--- src/rtl/cla_slice_sequencer.sv ---
// Streams a wide addition through a 16-bit, four-group lookahead-carry adder, one slice per beat.
// The slice carry is registered and chained into the next slice; one output register decouples the two streams.
module cla_slice_sequencer #(
  parameter int MAX_SLICES = 8,
  parameter int IDX_W      = 3
) (
  input  logic             clk,
  input  logic             rst,
  input  logic             cin,
  input  logic             in_valid,
  output logic             in_ready,
  input  logic [15:0]      in_a,
  input  logic [15:0]      in_b,
  input  logic             in_last,
  output logic             out_valid,
  input  logic             out_ready,
  output logic [15:0]      out_sum,
  output logic             out_last,
  output logic             out_cout,
  output logic [IDX_W-1:0] out_idx,
  output logic             err_overlen,
  input  logic             err_clr
);

  localparam logic [0:0]       IDLE     = 1'b0;
  localparam logic [0:0]       RUN      = 1'b1;
  localparam logic [IDX_W-1:0] LAST_IDX = IDX_W'(MAX_SLICES - 1);

  function automatic logic nib_g(input logic [3:0] a, input logic [3:0] b);
    logic [3:0] p;
    logic [3:0] g;
    p = a | b;
    g = a & b;
    return g[3] | (p[3] & g[2]) | (p[3] & p[2] & g[1]) | (p[3] & p[2] & p[1] & g[0]);
  endfunction

  function automatic logic nib_p(input logic [3:0] a, input logic [3:0] b);
    return &(a | b);
  endfunction

  function automatic logic [3:0] nib_sum(input logic [3:0] a, input logic [3:0] b, input logic c);
    logic [3:0] s;
    logic       cy;
    cy = c;
    for (int i = 0; i < 4; i++) begin
      s[i] = a[i] ^ b[i] ^ cy;
      cy   = (a[i] & b[i]) | ((a[i] | b[i]) & cy);
    end
    return s;
  endfunction

  logic [0:0]       state_r;
  logic             carry_r;
  logic [IDX_W-1:0] idx_r;
  logic             out_valid_r;
  logic [15:0]      sum_r;
  logic             last_r;
  logic             cout_r;
  logic [IDX_W-1:0] out_idx_r;
  logic             err_r;

  logic             c0_s, c1_s, c2_s, c3_s;
  logic [3:0]       gb_s, pb_s, g_s, p_s;
  logic             gbo_s, pbo_s, cout_s;
  logic [15:0]      sum_s;
  logic             in_ready_s, accept_s, last_eff_s, overlen_s;

  assign in_ready_s = !out_valid_r || out_ready;
  assign accept_s   = in_valid && in_ready_s;
  assign last_eff_s = in_last || (idx_r == LAST_IDX);
  assign overlen_s  = accept_s && (idx_r == LAST_IDX) && !in_last;

  // Group generate/propagate (active-low into the lookahead stage), 74182 carries and slice sum.
  always_comb begin
    if (state_r == RUN) begin
      c0_s = carry_r;
    end else begin
      c0_s = cin;
    end
    for (int k = 0; k < 4; k++) begin
      gb_s[k] = ~nib_g(in_a[4*k +: 4], in_b[4*k +: 4]);
      pb_s[k] = ~nib_p(in_a[4*k +: 4], in_b[4*k +: 4]);
    end
    g_s   = ~gb_s;
    p_s   = ~pb_s;
    c1_s  = g_s[0] | (p_s[0] & c0_s);
    c2_s  = g_s[1] | (p_s[1] & g_s[0]) | (p_s[1] & p_s[0] & c0_s);
    c3_s  = g_s[2] | (p_s[2] & g_s[1]) | (p_s[2] & p_s[1] & g_s[0]) | (p_s[2] & p_s[1] & p_s[0] & c0_s);
    gbo_s = ~(g_s[3] | (p_s[3] & g_s[2]) | (p_s[3] & p_s[2] & g_s[1]) | (p_s[3] & p_s[2] & p_s[1] & g_s[0]));
    pbo_s = ~(&p_s);
    cout_s = ~gbo_s | (~pbo_s & c0_s);
    sum_s = {nib_sum(in_a[15:12], in_b[15:12], c3_s), nib_sum(in_a[11:8], in_b[11:8], c2_s),
             nib_sum(in_a[7:4], in_b[7:4], c1_s), nib_sum(in_a[3:0], in_b[3:0], c0_s)};
  end

  // Operation sequencing: state, slice index, chained carry and the sticky overlength flag.
  always_ff @(posedge clk or posedge rst) begin
    if (rst) begin
      state_r <= IDLE;
      idx_r   <= '0;
      carry_r <= 1'b0;
      err_r   <= 1'b0;
    end else begin
      if (accept_s) begin
        case (state_r)
          IDLE:    state_r <= last_eff_s ? IDLE : RUN;
          RUN:     state_r <= last_eff_s ? IDLE : RUN;
          default: state_r <= IDLE;
        endcase
        idx_r   <= last_eff_s ? '0 : idx_r + IDX_W'(1);
        carry_r <= last_eff_s ? 1'b0 : cout_s;
      end
      if (overlen_s) begin
        err_r <= 1'b1;
      end else if (err_clr) begin
        err_r <= 1'b0;
      end
    end
  end

  // Output register: loads on accept, holds under backpressure, empties when drained.
  always_ff @(posedge clk or posedge rst) begin
    if (rst) begin
      out_valid_r <= 1'b0;
      sum_r       <= 16'h0000;
      last_r      <= 1'b0;
      cout_r      <= 1'b0;
      out_idx_r   <= '0;
    end else if (accept_s) begin
      out_valid_r <= 1'b1;
      sum_r       <= sum_s;
      last_r      <= last_eff_s;
      cout_r      <= cout_s;
      out_idx_r   <= idx_r;
    end else if (out_ready) begin
      out_valid_r <= 1'b0;
    end
  end

  assign in_ready    = in_ready_s;
  assign out_valid   = out_valid_r;
  assign out_sum     = sum_r;
  assign out_last    = last_r;
  assign out_cout    = cout_r;
  assign out_idx     = out_idx_r;
  assign err_overlen = err_r;

endmodule

--- config.mk ---
export PLATFORM = sky130hd
export DESIGN_NAME = cla_slice_sequencer
export DESIGN_NICKNAME = d
export VERILOG_FILES = /design/src/rtl/cla_slice_sequencer.sv
export SDC_FILE = /design/constraint.sdc
export NUM_CORES = 1
export LEC_CHECK = 0
export ABC_CLOCK_PERIOD_IN_PS = 3500
export BUFFER_PORTS_ARGS = -buffer_cell sky130_fd_sc_hd__clkbuf_2
export CAP_MARGIN = 20
export CORE_UTILIZATION = 53
export CTS_BUF_LIST = sky130_fd_sc_hd__clkbuf_2
export DETAILED_ROUTE_END_ITERATION = 6
export PLACE_DENSITY = 0.82
export SYNTH_ARGS = -nofsm -noshare
export SYNTH_HDL_FRONTEND = slang
export SYNTH_SLANG_ARGS = --single-unit
--- constraint.sdc ---
create_clock -name clk -period 3.5 [get_ports clk]
set_clock_uncertainty 0.05 [all_clocks]
set_input_delay 0.525 -clock clk [delete_from_list [all_inputs] [get_ports clk]]
set_output_delay 0.525 -clock clk [all_outputs]
set_load 0.03 [all_outputs]
# Word level (Yosys, flattened, before mapping)
# Cells that the tools add are included.
# op_classes
n_bitwise,155
n_reduce_logical,14
n_eq_ne,1
addsub,1
muxes,8
# ops
op,n
1-bit bitwise AND,59
1-bit bitwise OR,46
1-bit XOR,32
4-bit AND reduction,5
4-bit bitwise AND,4
4-bit bitwise OR,4
1-bit NOT,8
4-bit NOT,2
1-bit 2-to-1 mux,7
2-bit nonzero test,2
"3-bit by 1-bit adder with 3-bit output, second input constant",1
"3-bit == test, second input constant",1
1-bit logical AND,3
3-bit 2-to-1 mux,1
1-bit zero test,2
1-bit logical OR,2
# totals
output_inout_bits,24
word_cells,188
ff_bits,28

# Logic depth before layout (Yosys ltp)
# logic_depth
word_depth,18
mapped_depth,12

# Least setup slack after synthesis
# No wires, ideal clock.
# synth_path
path_type,input-to-reg
from,in in_a[3]
to,"reg sum_r[14], in the netlist out_sum[14]"
path_stages,11
n_path_buf,0
required_ps,3325
arrival_ps,2836
setup_slack_ps,489
cell_sequence,inv_1 ha_1 inv_1 a221oi_1 a31oi_1 nor2_1 o21ai_1 fa_1 fa_1 fa_1 mux2_2
# synth_between
elab_chain_len,15
elab_cells_between_ends,25
classes_between,24 x bitwise; 1 x reduce/logical
# synth_lines
element,line_no,text
start: declaration,12,"input logic [15:0] in_a,"
4-bit bitwise OR,"32, 38",
1-bit bitwise AND,34,return g[3] | (p[3] & g[2]) | (p[3] & p[2] & g[1]) | (p[3] & p[2] & p[1] & g[0]);
1-bit bitwise OR / 1-bit bitwise AND (equally long branches) (2 in series),34,
1-bit bitwise OR,34,
1-bit NOT,81,"gb_s[k] = ~nib_g(in_a[4*k +: 4], in_b[4*k +: 4]);"
4-bit NOT,84,g_s = ~gb_s;
1-bit bitwise AND,88,c3_s = g_s[2] | (p_s[2] & g_s[1]) | (p_s[2] & p_s[1] & g_s[0]) | (p_s[2] & p_s[1] & p_s[0] & c0_s);
1-bit bitwise OR,88,
1-bit bitwise OR *,88,
1-bit bitwise AND *,47,cy = (a[i] & b[i]) | ((a[i] | b[i]) & cy);
1-bit bitwise OR *,47,
1-bit bitwise AND *,47,
1-bit bitwise OR *,47,
1-bit XOR *,46,s[i] = a[i] ^ b[i] ^ cy;
via sum_s[14],65,logic [15:0] sum_s;
end signal: assignment,131,sum_r <= sum_s;
end: declaration,56,logic [15:0] sum_r;
# The timed path passes the listed nets; every way through them passes the cells marked *.
# A chain may end at the register's enable or synchronous reset.

# Worst setup path in the final report
# layout_path
from,in in_a[2]
to,"reg sum_r[14], in the netlist out_sum[14]"
# layout_between
elab_chain_len,15
elab_cells_between_ends,25
classes_between,24 x bitwise; 1 x reduce/logical
# layout_lines
element,line_no
4-bit bitwise AND / 4-bit bitwise OR (equally long branches),"33, 32, 38"
1-bit bitwise AND,34
1-bit bitwise OR / 1-bit bitwise AND (equally long branches) (2 in series),34
1-bit bitwise OR,34
1-bit NOT,81
4-bit NOT,84
1-bit bitwise AND,88
1-bit bitwise OR,88
1-bit bitwise OR *,88
1-bit bitwise AND *,47
1-bit bitwise OR *,47
1-bit bitwise AND *,47
1-bit bitwise OR *,47
1-bit XOR *,46
via sum_s[14],65
# Marked as above.

==> impl_metrics.env <==
export IMPL_setup_viol=0
export IMPL_wire_per_inst_um=11.9
export IMPL_gr_total_overflow=0
export IMPL_cts_setup_buffers=0
export IMPL_setup_ws_ps=512
export IMPL_synth_top_area_share_pct=34.2
export IMPL_drc=0
export IMPL_antenna_found_initial=0
export IMPL_vias_per_cell=4.85
export IMPL_drive_gt1_share_pct=32.3
export IMPL_fin_area_um2=2490
export IMPL_grt_max_degree=29
export IMPL_drv_slew=0
export IMPL_syn_area_per_cell_um2=10.6
export IMPL_tns_ps=0
export IMPL_worst_endpoint_arrival_ps=3260
export IMPL_critPathLaunchType="input pin"
export IMPL_die_w_um=64.1
export IMPL_clkTransAtPathRegs_ps=280
export IMPL_fin_nets=346
export IMPL_crit_buf_inv=2
export IMPL_critical_path_slowest_cell="or4b_1"
export IMPL_dpl_cell_area_um2=2410
export IMPL_path_delay_family="adder cells"
export IMPL_cts_tree="done"
export IMPL_rows=22
export IMPL_start_util_pct=55.5
export IMPL_via_count=1494
export IMPL_leakagePower_nw=1.39
export IMPL_grt_util_met3_pct=2.14
export IMPL_ys_types=29
export IMPL_grt_pass1_vias=1415
export IMPL_syn_nets=279
export IMPL_seq_area_frac_synth_pct=34.2
export IMPL_ys_top_cells_by_area="dfrtp_1, ha_1, fa_1"
export IMPL_ir_drop_uv=241
export IMPL_tightest_slew_ps=513
export IMPL_drt_iter0_markers=36
export IMPL_dp_hpwl_um=2990
export IMPL_clock_latency_ps=380
export IMPL_layout_commonest_cell="clkbuf_2"
export IMPL_die_h_um=64.1
export IMPL_max_freq_mhz=335
export IMPL_fin_crit_sh_pct=85.4
export IMPL_cpPeakStageDelay_ps=490
export IMPL_antenna_left=0
export IMPL_cts_num_sinks=28
export IMPL_hold_viol_final=0
export IMPL_grt_pass1_wl_um=6060
export IMPL_dieArea_um2=4110
export IMPL_rsz0062_at_grt="no"
export IMPL_met2_usage_pct=33.6
export IMPL_hp_class="input pin to register"
export IMPL_timing_final_crit_period_ps=2990
export IMPL_pin_count=63
export IMPL_final_cell_mix="clkbuf_2, inv_1, ha_1"
export IMPL_cts_hold_buf=0
export IMPL_coreArea_um2=3690
export IMPL_pwr_density_cell_nw_per_um2=425
export IMPL_root_buffer="clkbuf_2"
export IMPL_synth_largest_area_cell="dfrtp_1"
export IMPL_globalRouteMet1Util_pct=24.1
export IMPL_cpMostUsedCell="fa_1"
export IMPL_busiest_layer="met2"
export IMPL_drt_wl_total_um=3660
export IMPL_relSlewSlack_pct=65.6
export IMPL_critPathRequiredTime_ps=3770
export IMPL_cts_buffer_depth=2
export IMPL_synthesis_area_um2=2050
export IMPL_ys_warn_count=0
export IMPL_cp_cell_sequence="clkbuf_2 -> inv_1 -> ha_1 -> nor2_1 -> or4b_1 -> a31oi_1 -> nor2_1 -> o21ai_1 -> fa_1 -> fa_1 -> fa_1 -> mux2_2"
export IMPL_n_antenna_cell=0
export IMPL_ctsResizeCount=0
export IMPL_path_max_fanout=3
export IMPL_cts_made_buffers=3
export IMPL_ys_ff_latch=28
export IMPL_grt_usage_pct=19.3
export IMPL_htree_num_levels=1
export IMPL_n_fill_cell=320
export IMPL_drt_pass1_iter_count=4
export IMPL_cp_end_kind="register"
export IMPL_gp_congestion=0.826
export IMPL_critical_path_class="input pin to register"
export IMPL_syn_to_final_growth_pct=21.9
export IMPL_outcome="complete, no violations"
export IMPL_dpl_worst_slack_ps=86.0
export IMPL_synthCells=194
export IMPL_max_cap_viol_count=0
export IMPL_numPortBuffers=62
==> synth_stat cells (all sizes together) <==
library cell,number
o31a,1
nor2,6
mux2,15
o211a,1
a31oi,1
a21oi,10
nor4,1
o31ai,1
a221oi,1
buf,1
nand2,10
fa,12
o21bai,1
mux2i,1
nand3,1
o21ai,9
clkbuf,2
nand2b,3
ha,34
xnor2,4
o32ai,1
inv,44
nor3,1
or4,2
dfrtp,28
nand3b,1
or4b,1
a21o,1
==> area by class of cell <==
type | instances | area (um^2) | share of cell area (%)
Multi-Input combinational cell | 119 | 1170 | 46.8
Sequential cell | 28 | 701 | 28.1
Timing Repair Buffer | 65 | 355 | 14.2
Inverter | 44 | 165 | 6.62
Tap cell | 48 | 60.1 | 2.41
Clock inverter | 1 | 30.0 | 1.20
Clock buffer | 3 | 15.0 | 0.602
==> per-layer routing <==
layer	share of wire, %	vias up	wire [um]
met4	1.9	0	69
li1	-	739	-
met2	51	45	1860
met5	0	-	0
met3	4.2	7	154
met1	43	703	1570
==> report_power, final <==
part | internal [mW] | switching (mW)
Clock | 0.0981 | 0.102
Combinational | 0.157 | 0.266
Sequential | 0.395 | 0.0410
Total | 0.650 | 0.410
==> registers in the layout, indices dropped and copies added (netlist names) <==
register	flops
out_cout	1
state_r	1
out_sum	16
carry_r	1
out_last	1
out_valid	1
idx_r	3
err_overlen	1
out_idx	3
==> per-stage QoR <==
stage | power, mW | hold slack [ps] | cells | util [%]
5_1_grt | 1.13 | 176 | 308 | 67.6
6_report | 1.06 | 232 | 308 | 67.6
2_1_floorplan | 0.721 | 421 | 194 | -
3_5_place_dp | 0.865 | 423 | 302 | 65.4
3_3_place_gp | 0.850 | 417 | 302 | 65.4
4_1_cts | 1.06 | 219 | 306 | 66.6
==> final timing paths <==
| path | start | end | slack [ps] | cells past startpoint |
|---|---|---|---|---|
| setup / recovery | in_a[2] | out_sum[14] | 510 | 12 |
| hold / removal | err_clr | err_overlen | 230 | 2 |
| setup reg to reg | state_r | out_sum[14] | 570 | 9 |
| hold reg to reg | out_sum[3] | out_sum[3] | 470 | 2 |
| max in group asynchronous | rst | out_sum[15] | 2490 | 4 |
| min in group asynchronous | rst | idx_r[1] | 510 | 3 |
==> kinds of logic (layout without fill, tap and decap cells) <==
logic type | count (synthesis) | in the layout | synth area share (%)
buffers and inverters | 47 | 113 | 8.68
AO/OA/AOI/OAI | 27 | 27 | 7.89
XOR/XNOR | 4 | 4 | 1.71
flip-flops | 28 | 28 | 34.2
adder cells (fa/ha/maj) | 46 | 46 | 32.5
multiplexers | 16 | 16 | 8.74
AND/OR/NAND/NOR | 26 | 26 | 6.23
(Power assumes the default switching activity.)
